<file path="src/rtl/vga_frota_carregador.sv">
// vga_frota_carregador
// Collects ship cells from the game FSM over a valid/ready handshake and
// assembles each ship into the 64-bit position vector used by its VGA
// renderer. Finished ships are committed in one step, so a renderer never
// sees a half-updated ship.
//
// Optional feature macro: VGA_FROTA_SYNC_VBLANK_EN
//   defined     -> a finished ship waits for the falling edge of areaAtiva
//                  (start of blanking) before it is committed
//   not defined -> a finished ship is committed right away; areaAtiva is ignored
module vga_frota_carregador #(
    parameter int TAM_NAVIO0 = 5,
    parameter int TAM_NAVIO1 = 4,
    parameter int TAM_NAVIO2 = 3,
    parameter int TAM_NAVIO3 = 2
) (
    input  logic        clk,
    input  logic        rst,
    input  logic        areaAtiva,
    input  logic        cel_valid,
    output logic        cel_ready,
    input  logic [1:0]  cel_navio,
    input  logic [3:0]  cel_x,
    input  logic [3:0]  cel_y,
    input  logic        cel_ultima,
    output logic [63:0] pos_navio0,
    output logic [63:0] pos_navio1,
    output logic [63:0] pos_navio2,
    output logic [63:0] pos_navio3,
    output logic        atualizado,
    output logic        erro
);

    typedef enum logic [2:0] {
        IDLE,
        COLETA,
        ESPERA_VBLANK,
        COMMIT,
        DESCARTA
    } estado_t;

    estado_t     estado;
    estado_t     estadoProx;
    logic [3:0]  shadowX [5];
    logic [3:0]  shadowY [5];
    logic [2:0]  cnt;
    logic [1:0]  id;
    logic        bad;
    logic        areaAtiva_d;

    logic        aceita;
    logic        foraFaixa;
    logic [1:0]  idAtual;
    logic [2:0]  tamAtual;
    logic [2:0]  cntBase;
    logic [2:0]  cntProx;
    logic        badProx;
    logic        fimTransacao;
    logic [63:0] vetorCommit;

    function automatic logic [2:0] tamDe(input logic [1:0] navio);
        case (navio)
            2'd0:    tamDe = 3'(TAM_NAVIO0);
            2'd1:    tamDe = 3'(TAM_NAVIO1);
            2'd2:    tamDe = 3'(TAM_NAVIO2);
            default: tamDe = 3'(TAM_NAVIO3);
        endcase
    endfunction

`ifndef VGA_FROTA_SYNC_VBLANK_EN
    // Without blanking sync the edge register has no reader; this net keeps
    // it referenced so it is not reported as dead logic.
    logic unusedBordaVblank;
    assign unusedBordaVblank = areaAtiva_d;
`endif

    // Per-cell bookkeeping: on the first cell the ship id comes from the bus,
    // later cells use the latched id so a mid-transaction id change is ignored.
    always_comb begin
        aceita       = cel_valid && cel_ready;
        foraFaixa    = (cel_x == 4'd0) || (cel_x > 4'd8) ||
                       (cel_y == 4'd0) || (cel_y > 4'd8);
        idAtual      = (estado == IDLE) ? cel_navio : id;
        tamAtual     = tamDe(idAtual);
        cntBase      = (estado == IDLE) ? 3'd0 : cnt;
        cntProx      = cntBase + 3'd1;
        badProx      = (estado == IDLE) ? foraFaixa : (bad || foraFaixa);
        fimTransacao = cel_ultima || (cntProx == tamAtual);
    end

    // Next-state logic and handshake ready; ready is only high while collecting.
    always_comb begin
        estadoProx = estado;
        cel_ready  = 1'b0;
        case (estado)
            IDLE, COLETA: begin
                cel_ready = 1'b1;
                if (aceita) begin
                    if (fimTransacao) begin
                        if (badProx || (cntProx != tamAtual)) begin
                            estadoProx = DESCARTA;
                        end else begin
`ifdef VGA_FROTA_SYNC_VBLANK_EN
                            estadoProx = ESPERA_VBLANK;
`else
                            estadoProx = COMMIT;
`endif
                        end
                    end else begin
                        estadoProx = COLETA;
                    end
                end
            end
            ESPERA_VBLANK: begin
`ifdef VGA_FROTA_SYNC_VBLANK_EN
                if (areaAtiva_d && !areaAtiva) begin
                    estadoProx = COMMIT;
                end
`else
                estadoProx = COMMIT;
`endif
            end
            COMMIT:   estadoProx = IDLE;
            DESCARTA: estadoProx = IDLE;
            default:  estadoProx = IDLE;
        endcase
    end

    // Packs the shadow buffer into renderer format; cells beyond the ship's
    // size are forced to zero so stale data can never leak into a vector.
    always_comb begin
        vetorCommit = '0;
        for (int k = 0; k < 5; k++) begin
            if (3'(k) < tamDe(id)) begin
                vetorCommit[6 + 8*k -: 4]  = shadowX[k];
                vetorCommit[10 + 8*k -: 4] = shadowY[k];
            end
        end
    end

    // State register.
    always_ff @(posedge clk or posedge rst) begin
        if (rst) begin
            estado <= IDLE;
        end else begin
            estado <= estadoProx;
        end
    end

    // Shadow buffer, edge detector, committed vectors and the event pulses.
    always_ff @(posedge clk or posedge rst) begin
        if (rst) begin
            for (int k = 0; k < 5; k++) begin
                shadowX[k] <= '0;
                shadowY[k] <= '0;
            end
            cnt         <= '0;
            id          <= '0;
            bad         <= 1'b0;
            areaAtiva_d <= 1'b0;
            pos_navio0  <= '0;
            pos_navio1  <= '0;
            pos_navio2  <= '0;
            pos_navio3  <= '0;
            atualizado  <= 1'b0;
            erro        <= 1'b0;
        end else begin
            areaAtiva_d <= areaAtiva;
            atualizado  <= 1'b0;
            erro        <= 1'b0;
            case (estado)
                IDLE, COLETA: begin
                    if (aceita) begin
                        if (estado == IDLE) begin
                            id <= cel_navio;
                        end
                        if (cntBase < 3'd5) begin
                            shadowX[cntBase] <= cel_x;
                            shadowY[cntBase] <= cel_y;
                        end
                        cnt <= cntProx;
                        bad <= badProx;
                    end
                end
                COMMIT: begin
                    case (id)
                        2'd0:    pos_navio0 <= vetorCommit;
                        2'd1:    pos_navio1 <= vetorCommit;
                        2'd2:    pos_navio2 <= vetorCommit;
                        default: pos_navio3 <= vetorCommit;
                    endcase
                    atualizado <= 1'b1;
                    for (int k = 0; k < 5; k++) begin
                        shadowX[k] <= '0;
                        shadowY[k] <= '0;
                    end
                    cnt <= '0;
                    bad <= 1'b0;
                end
                DESCARTA: begin
                    erro <= 1'b1;
                    for (int k = 0; k < 5; k++) begin
                        shadowX[k] <= '0;
                        shadowY[k] <= '0;
                    end
                    cnt <= '0;
                    bad <= 1'b0;
                end
                default: begin
                end
            endcase
        end
    end

endmodule

</file>
<file path="config.mk">
export PLATFORM = sky130hd
export DESIGN_NAME = vga_frota_carregador
export DESIGN_NICKNAME = d
export VERILOG_FILES = /design/src/rtl/vga_frota_carregador.sv
export SDC_FILE = /design/constraint.sdc
export NUM_CORES = 1
export LEC_CHECK = 0
export CAP_MARGIN = 20
export CORE_ASPECT_RATIO = 0.6
export CORE_MARGIN = 4
export CORE_UTILIZATION = 63
export CTS_CLUSTER_SIZE = 20
export DETAILED_ROUTE_END_ITERATION = 8
export DONT_BUFFER_PORTS = 1
export HOLD_SLACK_MARGIN = 0.1
export MAX_ROUTING_LAYER = met4
export PLACE_DENSITY = 0.75
export SLEW_MARGIN = 0
export SYNTH_ARGS = -nofsm -noshare
export SYNTH_HDL_FRONTEND = slang
export SYNTH_SLANG_ARGS = --single-unit
export TNS_END_PERCENT = 100
</file>
<file path="constraint.sdc">
create_clock -name clk -period 10.7 [get_ports clk]
set_input_delay 2.675 -clock clk [delete_from_list [all_inputs] [get_ports clk]]
set_output_delay 2.675 -clock clk [all_outputs]
set_load 0.02 [all_outputs]
</file>
* Word-level counts from Yosys, hierarchy flattened *
Index checks and enable logic that the tools add are counted.

cells by class
  bitwise gates (word level) = 2
  reductions and logical operators = 24
  add/subtract/negate cells = 1
  equal/unequal tests = 12
  mux-type cells = 31
  $lt $le $gt $ge = 10

operator list
  operator                                              count
  2-to-1 mux 20 bit                                     4
  case mux 20 bit (2 select lines)                      2
  bitwise mux 20 bit                                    2
  2-to-1 mux 8 bit                                      5
  case mux 3 bit (3 select lines)                       2
  2-to-1 mux 3 bit                                      5
  demux 4 bit (select 3 bit)                            1
  case mux 3 bit (2 select lines)                       2
  AND reduction 2 bit                                   6
  > comparator 4 bit (second input constant)            2
  zero test 4 bit                                       2
  equality test 3 x 2 -> 1 bit (second input constant)  2
  logical OR 1 bit                                      6
  < comparator 1 x 3 -> 1 bit (first input constant)    2
  < comparator 2 x 3 -> 1 bit (first input constant)    2
  2-to-1 mux 1 bit                                      5
  equality test 2 x 1 -> 1 bit (second input constant)  2
  equality test 2 bit (second input constant)           2
  >= comparator 4 bit (second input constant)           1
  zero test 2 bit                                       2
  < comparator 4 x 1 -> 1 bit (second input constant)   1
  2-to-1 mux 4 bit                                      1
  inequality test 2 bit (second input constant)         2
  inverter 3 -> 4 bit                                   1
  other kinds (16)                                      18

word-level totals
  bits in registers = 211
  output and inout bits = 259
  input bits = 15
  logic and storage cells = 100

* Logic depth before layout (Yosys ltp) *
Gate-level depths: netlist (run 1).

  depth in word-level cells = 11
  gate-level depth with buffers = 8
  mapped depth without buffers = 5

* Least setup slack after synthesis (run 1) *
No wires, ideal clock.

  path type = input to register
  start = input cel_valid
  end = register shadowX[12] in the netlist's numbering
  arrival = 3737 ps
  library setup time = 117 ps
  stages = 7
  setup slack = 6846 ps
  path through = buf_4 > nor3b_4 > nand3_2 > or3_1 > buf_2 > nand3_1 > nand2_1

between the ends
  word-level cells in the longest chain between the ends = 3

RTL lines
  item                                    line  source
  start: declaration                      20    input logic cel_valid,
  logical AND 1 bit                       80    aceita = cel_valid && cel_ready;
  inequality test 2 bit (no source line)  -
  AND reduction 3 bit (no source line)    -
  end signal: indexed assignment          178   shadowX[cntBase] <= cel_x;
  end: declaration                        44    logic [3:0] shadowX [5];

Every way passes these cells.
A chain may end at the register's enable or synchronous reset.

* Final worst setup path (run 1) *
  start = register estado[2]
  end = output cel_ready

between the ends
  word-level cells in the longest chain between the ends = 3
  elaborated cells on any way between the ends = 4
  classes of those cells = eq/ne: 1; mux: 1; reduce/logical: 2

RTL lines
  item                                                                    line  source
  start: declaration                                                      42    estado_t estado;
  start signal: assignment                                                146   estado <= estadoProx;
  equality test 3 x 1 -> 1 bit / zero test 3 bit (equally long branches)  95    case (estado)
  OR reduction 2 bit *                                                    95
  2-to-1 mux 1 bit *                                                      95
  end: declaration                                                        21    output logic cel_ready,

Every way passes the cells marked *; elsewhere a longest branch is shown, timed or not.

==> run_results.csv, run 1 <==
group,metric,value,unit
layout,syn2layout_area_growth,4.416,%
floorplanning,row_count,32,
placed_design,io_buffers,0,
sta,skew,0.01127,ns
grt,grt_pass1_vias,4714,
worst_setup_path,cp.depth,1,
logic_synthesis,synth_edf_count,0,
clock_network,h-tree-depth,1,
worst_setup_path,rr_worst_depth,4,
sta,slew_violations,0,
layout,sequential_cell_area,0.005280,sq mm
power_and_ir_drop,p_leak,0.004759,uW
logic_synthesis,synth-seq-cells,211,
layout,final_nets,661,
layout,post-route-util,0.6897,
worst_setup_path,slowest_delay,0.52,ns
routing,drtIter0Drc,319,
floorplanning,start_util,0.6605,
worst_setup_path,cp.arrival,1.44,ns
clock_network,cts_buffers,19,
placed_design,place_inst,794,
clock_network,cts_tree,"done",
power_and_ir_drop,power,1984,uW
floorplanning,num_io_pins,274,
clock_network,insertion_delay,0.48,ns
clock_network,cts-resized-gates,0,
outcome,status,"completed",
routing,drc,0,
floorplanning,dieArea,0.01586,sq mm
grt,grt_overflow_total,0,
placed_design,routabilityCongestion,0.8738,
clock_network,cts_sinks,211,
power_and_ir_drop,irDropWorstVdd,0.0001085,V
routing,vias_per_cell,5.602,
logic_synthesis,synth-main-ff-cell,"dfrtp_1",
grt,antenna_found_initial,0,
clock_network,clock_path_buffers,3,
clock_network,root_buffer,"clkbuf_16",
logic_synthesis,synthArstFlopShare,1.000,
layout,multi_input_area,0.002899,sq mm
grt,grt_pass1_wl,28.23,mm
sta,fin_crit_sh,0.3848,
logic_synthesis,synth_cells,649,
sta,fmax,0.2429,GHz
worst_setup_path,path_class,"reg -> out",
clock_network,post_cts_buffers,0,
layout,final_cells,827,
worst_setup_path,worst_ep_required_time,8.03,ns
sta,setup_viol,0,
layout,stdcell_area,0.009112,sq mm
grt,grt_max_degree,130,
min_path,hold_path.class,"reg -> reg",
floorplanning,core_area,0.01321,sq mm
sta,hold_viol,0,
routing,drt_pass1_iterations,4,
min_path,min_path_cells,1,
sta,slew_headroom,0.2384,
sta,fin_crit,4.117,ns
worst_setup_path,cp-start-kind,"register",
layout,drive_gt1_frac,0.1918,
logic_synthesis,syn_avg_cell_area,13.45,sq um
routing,totalWireLength,18.16,mm
worst_setup_path,crit_chain,"nor2_1",
routing,vias,4633,
layout,diodes,0,
floorplanning,die_h,99.17,um
grt,grtUsageTotal,0.2311,
sta,rsz0062_at_grt,"no",
routing,ant_nets,0,
placed_design,dp_hpwl,12.53,mm
clock_network,cts_hold_buf,0,
worst_setup_path,critical_path.top_delay_family,"flip-flops",
logic_synthesis,ys_warn_count,0,
flow_run,cap_violations,0,
sta,final.setup.tns,0,ns
logic_synthesis,ys_seq_area_frac,0.6050,
floorplanning,dieWidth,159.9,um
worst_setup_path,crit_buf_inv,0,
layout,num-fill-cells,897,
sta,tightestPinTransition,1.134,ns
worst_setup_path,cp-end-kind,"output port",
worst_setup_path,worst-path-max-fanout,11,
power_and_ir_drop,power_density,217.7,mW/mm^2
logic_synthesis,synthDistinctLibCells,52,
routing,wl_per_cell,21.96,um
worst_setup_path,cp_slowest_cell,"dfrtp_1",
clock_network,clkTransAtPathRegs,0.06,ns
placed_design,postPlaceCellArea,0.008448,sq mm
logic_synthesis,netlist_area,0.008727,sq mm
[routing by layer]
layer,GRT usage,routed length (um),share of wire
met1,0.3052,7416,0.41
met2,0.3447,8415,0.46
met3,0.09855,2066,0.11
met4,0.03900,261,0.014
met5,-,0,0
[path summary, 6_finish.rpt]
kind,startpoint,end,slack (ns)
setup / recovery,estado[2],cel_ready,6.58
max in group asynchronous,rst,pos_navio3[26],7.19
hold / removal,shadowX[3],pos_navio0[38],0.48
min in group asynchronous,rst,pos_navio3[29],2.22
hold reg to reg,shadowX[3],pos_navio0[38],0.48
setup reg to reg,estado[1],pos_navio0[31],7.93
[cells by family (layout without fill, tap and decap cells)]
logic type      Yosys count  after routing  synth area share
mux                     115            115            0.1482
other cells               1             96         0.0004297
buf+inv                 128             41            0.1042
simple gates            136            136           0.09219
flops                   211            211            0.6050
compound gates           57             57           0.04889
xor+xnor                  1              1          0.001004
[report_power, final]
group	internal [uW]	switching, uW	total [uW]
clock network	408	278	686
logic	94.0	141	235
registers	889	174	1060
total	1390	593	1980
[registers in the layout, indices dropped and copies added (netlist names)]
name and count:
bad 1, erro 1, shadowY 20, estado 3, id 2, cnt 3
pos_navio1 40, shadowX 20, pos_navio3 40, pos_navio2 40, atualizado 1, pos_navio0 40
[layout make-up]
| class | count | area share |
|---|---|---|
| inverter | 3 | 0.002060 |
| clock inverter | 7 | 0.009749 |
| tap | 170 | 0.02334 |
| clock buffer | 25 | 0.06014 |
| timing repair buffer | 6 | 0.007140 |
| sequential | 211 | 0.5794 |
| multi-input combinational | 405 | 0.3181 |
[cells in the final DEF, fill, tap and decap left out, types with 2 or more instances in the layout]
cell type | synthesis | final
a21oi_1 | 3 | 3
a21oi_2 | 3 | 3
a22o_1 | 24 | 24
and2_1 | 42 | 42
and3_1 | 2 | 2
buf_4 | 103 | 5
bufinv_16 | 0 | 2
clkbuf_16 | 0 | 19
clkbuf_8 | 0 | 5
clkinv_2 | 0 | 4
conb_1 | 1 | 96
dfrtp_1 | 211 | 211
mux2_1 | 45 | 45
mux2_2 | 69 | 69
nand2_1 | 41 | 41
nand2b_1 | 3 | 3
nand3_1 | 10 | 10
nand3b_1 | 2 | 2
nor2_1 | 5 | 5
nor2_4 | 2 | 3
nor2b_1 | 9 | 9
nor3_1 | 2 | 2
nor3_2 | 2 | 2
nor3b_4 | 2 | 2
nor4_1 | 2 | 2
o21a_1 | 2 | 2
o21ai_0 | 15 | 15
o31a_1 | 2 | 2
[synthesized netlist by cell type, types with 2 or more instances]
| master | instances | area, sq um |
|---|---|---|
| nand2_1 | 41 | 153.9 |
| nand3b_1 | 2 | 15.01 |
| nor2_1 | 5 | 18.77 |
| o21ai_0 | 15 | 75.07 |
| nor3_2 | 2 | 20.02 |
| clkbuf_1 | 3 | 11.26 |
| nor3b_4 | 2 | 37.54 |
| mux2_1 | 45 | 506.7 |
| nand2b_1 | 3 | 18.77 |
| nor2b_1 | 9 | 56.30 |
| clkbuf_2 | 2 | 10.01 |
| nor2_4 | 2 | 22.52 |
| buf_2 | 14 | 70.07 |
| o31a_1 | 2 | 17.52 |
| inv_1 | 2 | 7.510 |
| nor4_1 | 2 | 12.51 |
| and2_1 | 42 | 262.8 |
| buf_4 | 103 | 773.2 |
| o21a_1 | 2 | 15.01 |
| a21oi_2 | 3 | 26.28 |
| a21oi_1 | 3 | 15.01 |
| buf_6 | 3 | 33.78 |
| a22o_1 | 24 | 210.2 |
| nand3_1 | 10 | 50.05 |
| and3_1 | 2 | 12.51 |
| mux2_2 | 69 | 777.0 |
| dfrtp_1 | 211 | 5280 |
| nor3_1 | 2 | 10.01 |
[stage by stage]
step / setup slack (ns) / hold slack [ns]
final: 6.583 / 0.4846
after global routing: 6.492 / 0.5046
after CTS: 6.577 / 0.4909
after detailed placement: 6.300 / 0.4843
after global placement: 6.428 / 0.4779
after floorplan: 2.259 / 0.4603
Power figures use the tool's default switching activity.
==> inputs of run 2 (changes only) <==
--- a/config.mk
+++ b/config.mk
@@ -8,13 +8,13 @@
 export CAP_MARGIN = 20
 export CORE_ASPECT_RATIO = 0.6
 export CORE_MARGIN = 4
-export CORE_UTILIZATION = 63
+export CORE_UTILIZATION = 57
 export CTS_CLUSTER_SIZE = 20
 export DETAILED_ROUTE_END_ITERATION = 8
 export DONT_BUFFER_PORTS = 1
 export HOLD_SLACK_MARGIN = 0.1
 export MAX_ROUTING_LAYER = met4
-export PLACE_DENSITY = 0.75
+export PLACE_DENSITY = 0.71
 export SLEW_MARGIN = 0
 export SYNTH_ARGS = -nofsm -noshare
 export SYNTH_HDL_FRONTEND = slang
==> constraint.sdc (replaced) <==
create_clock -name clk -period 3.4 [get_ports clk]
set_input_delay 0.85 -clock clk [delete_from_list [all_inputs] [get_ports clk]]
set_output_delay 0.85 -clock clk [all_outputs]
set_load 0.02 [all_outputs]
==> run_results.csv, run 2 (synthesized netlist as in run 1, its figures left out) <==
group,metric,value,unit
layout,final_nets,665,
layout,drive_gt1_frac,0.1934,
sta,setup_viol,0,
routing,wl_met3,1.899,mm
grt,grtUsageTotal,0.2114,
grt,antenna_found_initial,0,
power_and_ir_drop,power_density,674.5,mW/mm^2
sta,slew_violations,0,
grt,grt_overflow_total,0,
worst_setup_path,cp_slowest_cell,"nand3_1",
routing,drc,0,
clock_network,cts_sinks,211,
worst_setup_path,path_class,"reg -> reg",
power_and_ir_drop,intPower,4309,uW
layout,num-fill-cells,1108,
placed_design,place_inst,826,
clock_network,insertion_delay,0.49,ns
routing,vias,4638,
clock_network,cts_tree,"done",
worst_setup_path,crit_chain,"nand2b_2 -> nor2_4 -> nand3_1 -> buf_4 -> mux2_2",
min_path,hold_path.class,"in -> async",
placed_design,postPlaceCellArea,0.008547,sq mm
floorplanning,row_count,34,
layout,multi_input_area,0.002899,sq mm
clock_network,cts-resized-gates,0,
worst_setup_path,cp.arrival,2.95,ns
routing,wl_per_cell,21.23,um
routing,totalWireLength,18.26,mm
worst_setup_path,cp-start-kind,"register",
sta,fmax,0.3875,GHz
clock_network,root_buffer,"clkbuf_16",
routing,vias_per_cell,5.393,
layout,sequential_cell_area,0.005280,sq mm
layout,stdcell_area,0.009168,sq mm
grt,grt_pass1_vias,4663,
worst_setup_path,cp-end-kind,"register",
worst_setup_path,worst_ep_required_time,3.77,ns
worst_setup_path,slowest_delay,0.71,ns
worst_setup_path,worst-path-max-fanout,21,
power_and_ir_drop,pwr-share-seq,0.540,
sta,skew,0.009853,ns
floorplanning,die_h,103.8,um
power_and_ir_drop,switching_share,0.3031,
clock_network,clock_path_buffers,3,
worst_setup_path,r2r_setup_slack,0.82,ns
placed_design,dp_hpwl,12.80,mm
grt,grt_max_degree,77,
clock_network,clkTransAtPathRegs,0.07,ns
placed_design,io_buffers,0,
layout,final_cell_mix,"dfrtp_1, conb_1, mux2_2, mux2_1, and2_1",
grt,grt_pass1_wl,28.76,mm
routing,met1_length,8.049,mm
floorplanning,core_area,0.01472,sq mm
floorplanning,num_io_pins,274,
flow_run,cap_violations,0,
floorplanning,start_util,0.5929,
placed_design,routabilityCongestion,0.9201,
power_and_ir_drop,p_clk_frac,0.341,
sta,fin_crit,2.581,ns
power_and_ir_drop,switching_power,1874,uW
routing,drtIter0Drc,256,
routing,ant_nets,0,
power_and_ir_drop,irDropWorstVdd,0.0003950,V
clock_network,post_cts_buffers,0,
floorplanning,dieWidth,167.7,um
outcome,status,"completed",
sta,hold_viol,0,
layout,syn2layout_area_growth,5.047,%
sta,rsz0062_at_grt,"no",
power_and_ir_drop,pwr-share-comb,0.119,
routing,drt_pass1_iterations,4,
power_and_ir_drop,p_leak,0.004764,uW
sta,holdWs,0.2539,ns
sta,tightestPinTransition,0.9768,ns
layout,diodes,0,
clock_network,h-tree-depth,1,
sta,slew_headroom,0.3470,
routing,top_layer,"met4",
clock_network,cts_hold_buf,0,
routing,wl_met2,8.073,mm
layout,final_cells,860,
layout,final_common_cell,"dfrtp_1",
floorplanning,dieArea,0.01742,sq mm
sta,fin_crit_sh,0.7590,
clock_network,cts_buffers,20,
run 2: changes by cell type in the layout (fill, tap and decap cells not counted), moves of 2 or more:
cell / previous run / this run
buf_12: 0 / 3
clkbuf_1: 1 / 4
clkbuf_16: 19 / 21
bufinv_16: 2 / 0
run 2: critical path: cells and delay by family, from the launching register on:
kind,cells,cell delay [ns]
AND/OR/NAND/NOR,3,1.19
flip-flops,1,0.51
buffers and inverters,1,0.47
multiplexers,1,0.28
run 2: final timing paths:
kind	cells past startpoint	endpoint	start
setup / recovery	5	pos_navio3[17]	estado[2]
setup reg to reg	5	pos_navio3[17]	estado[2]
hold reg to reg	1	shadowX[0]	shadowX[0]
max in group asynchronous	2	pos_navio1[17]	rst
hold / removal	1	pos_navio2[29]	rst
min in group clk	2	shadowX[13]	cel_x[1]
run 2: area by class of cell:
class                           count  share of cell area
Clock buffer                       29             0.06497
Clock inverter                      5            0.002730
Inverter                            3            0.001638
Multi-Input combinational cell    405              0.3162
Sequential cell                   211              0.5760
Tap cell                          198             0.02702
Timing Repair Buffer                9             0.01146
run 2: metal layers:
layer	up-vias	global-route usage
met5	-	-
met4	0	0.02837
met1	2387	0.3095
met3	24	0.06700
met2	208	0.3013
li1	2019	-
run 2: power groups by stage:
stage,combinational [uW],sequential [uW],clock [uW]
CTS,736,3350,2160
floorplan,800,3180,0
global placement,701,3370,0
global route,819,3400,2270
finish,734,3340,2110
detailed placement,733,3390,0
run 2: through the flow:
stage	utilization	total power [uW]	TNS, ns	worst slack (ns)
floorplan	-	3978	-40.55	-0.1922
global placement	0.5807	4070	0	0.8761
detailed placement	0.5807	4121	0	0.7751
CTS	0.6228	6237	0	0.7606
global route	0.6228	6486	0	0.6210
finish	0.6228	6184	0	0.8195
==> inputs of run 3 (changes only) <==
==> constraint.sdc (replaced) <==
create_clock -name clk -period 2.2 [get_ports clk]
set_input_delay 0.55 -clock clk [delete_from_list [all_inputs] [get_ports clk]]
set_output_delay 0.55 -clock clk [all_outputs]
set_load 0.02 [all_outputs]
==> run_results.csv, run 3 (synthesized netlist as in run 1, its figures left out) <==
group,metric,value,unit
layout,diodes,0,
grt,grt_max_degree,81,
worst_setup_path,worst_ep_required_time,2.57,ns
routing,drt_pass1_iterations,4,
power_and_ir_drop,irDropWorstVdd,0.0006347,V
floorplanning,die_h,103.8,um
placed_design,postPlaceCellArea,0.008582,sq mm
grt,grt_pass1_wl,29.15,mm
sta,slew_violations,0,
grt,antenna_found_initial,0,
routing,vias,4649,
sta,hold_viol,0,
power_and_ir_drop,switching_share,0.2975,
layout,syn2layout_area_growth,6.423,%
sta,final.setup.tns,0,ns
sta,slew_headroom,0.5919,
clock_network,cts_buffers,20,
placed_design,dp_slack,0.2272,ns
routing,totalWireLength,18.34,mm
clock_network,insertion_delay,0.48,ns
power_and_ir_drop,p_clk_frac,0.362,
worst_setup_path,cp-start-kind,"register",
routing,ant_nets,0,
sta,fin_ws,0.2169,ns
layout,final_nets,669,
floorplanning,num_io_pins,274,
sta,fin_crit_sh,0.9014,
sta,skew,0.01312,ns
routing,vias_per_cell,5.368,
worst_setup_path,cp.arrival,2.35,ns
floorplanning,start_util,0.5929,
clock_network,clock_path_buffers,3,
routing,drc,0,
floorplanning,core_area,0.01472,sq mm
sta,setup_viol,0,
sta,fmax,0.5043,GHz
power_and_ir_drop,pwr-share-comb,0.122,
worst_setup_path,cp_slowest_cell,"dfrtp_1",
clock_network,clkTransAtPathRegs,0.06,ns
power_and_ir_drop,pwr-share-seq,0.517,
clock_network,cts_sinks,211,
outcome,status,"completed",
layout,drive_gt1_frac,0.1976,
clock_network,h-tree-depth,1,
worst_setup_path,path_class,"reg -> reg",
floorplanning,row_count,34,
layout,stdcell_area,0.009288,sq mm
power_and_ir_drop,power,9951,uW
clock_network,cts_tree,"done",
power_and_ir_drop,power_density,1071,mW/mm^2
layout,post-route-util,0.6310,
worst_setup_path,slowest_delay,0.54,ns
power_and_ir_drop,switching_power,2961,uW
floorplanning,dieWidth,167.7,um
routing,drtIter0Drc,419,
sta,fin_crit,1.983,ns
sta,tightestPinTransition,0.6115,ns
worst_setup_path,crit_chain,"inv_2 -> nor4_4 -> buf_4 -> mux2_2",
worst_setup_path,cp-end-kind,"register",
layout,final_cell_mix,"dfrtp_1, conb_1, mux2_2, mux2_1, and2_1",
clock_network,root_buffer,"clkbuf_16",
placed_design,io_buffers,0,
sta,rsz0062_at_grt,"no",
routing,wl_per_cell,21.17,um
placed_design,routabilityCongestion,0.9012,
grt,grtUsageTotal,0.2151,
power_and_ir_drop,intPower,6991,uW
min_path,hold_path.class,"in -> reg",
layout,final_common_cell,"dfrtp_1",
grt,grt_overflow_total,0,
worst_setup_path,worst-path-max-fanout,28,
flow_run,cap_violations,0,
placed_design,dp_hpwl,12.87,mm
power_and_ir_drop,p_leak,0.004811,uW
grt,grt_pass1_vias,4695,
floorplanning,dieArea,0.01742,sq mm
[run 3: routing by layer]
layer  global-route usage  up-vias  routed length [um]  share of wire
met3              0.07727       18                2031           0.11
met5                    -        -                   0              0
li1                     -     2030                   -              -
met1               0.2987     2386                7747           0.42
met4              0.02258        0                 159         0.0087
met2               0.3204      215                8398           0.46
[run 3: final cells by class]
class                      instances  area, sq um
clock buffer                      28        571.8
clock inverter                     8        123.9
fill                            1090         5431
inverter                           3        15.01
multi-input combinational        405         2899
sequential                       211         5280
tap                              198        247.7
timing repair buffer              13        150.1
[run 3: through the flow]
step,hold WS (ns),cells
2_1_floorplan,0.4603,744
3_3_place_gp,0.3932,829
3_5_place_dp,0.4039,829
4_1_cts,0.1607,866
5_1_grt,0.1685,866
6_report,0.1732,866
[run 3: path summary, 6_finish.rpt]
kind	start	endpoint	slack [ns]	depth (start not counted)
max in group asynchronous	rst	pos_navio3[22]	1.00	3
max reg2reg	estado[1]	pos_navio0[19]	0.22	4
min reg2reg	shadowX[0]	pos_navio0[35]	0.50	1
min in group asynchronous	rst	pos_navio2[27]	0.51	2
max	estado[1]	pos_navio0[19]	0.22	4
min	cel_x[2]	shadowX[14]	0.17	2
[run 3: repair_timing]
item	in CTS	in global routing
buffers inserted	0	0
resized for setup	0	0
endpoints found under the hold margin	8	0
hold buffers	1	0
[run 3: worst max-delay path: cells and delay by family, from the launching register on]
family / cells / cell delay [ns]
flip-flops: 1 / 0.54
AND/OR/NAND/NOR: 1 / 0.29
multiplexers: 1 / 0.39
buffers and inverters: 2 / 0.63
[run 3: power by group through the flow]
| stage | logic (uW) | clock network, uW | registers (uW) |
|---|---|---|---|
| 2_1_floorplan | 1240 | 0 | 4910 |
| 3_3_place_gp | 1150 | 0 | 5180 |
| 3_5_place_dp | 1200 | 0 | 5210 |
| 4_1_cts | 1210 | 3670 | 5150 |
| 5_1_grt | 1350 | 3860 | 5220 |
| 6_report | 1210 | 3600 | 5140 |
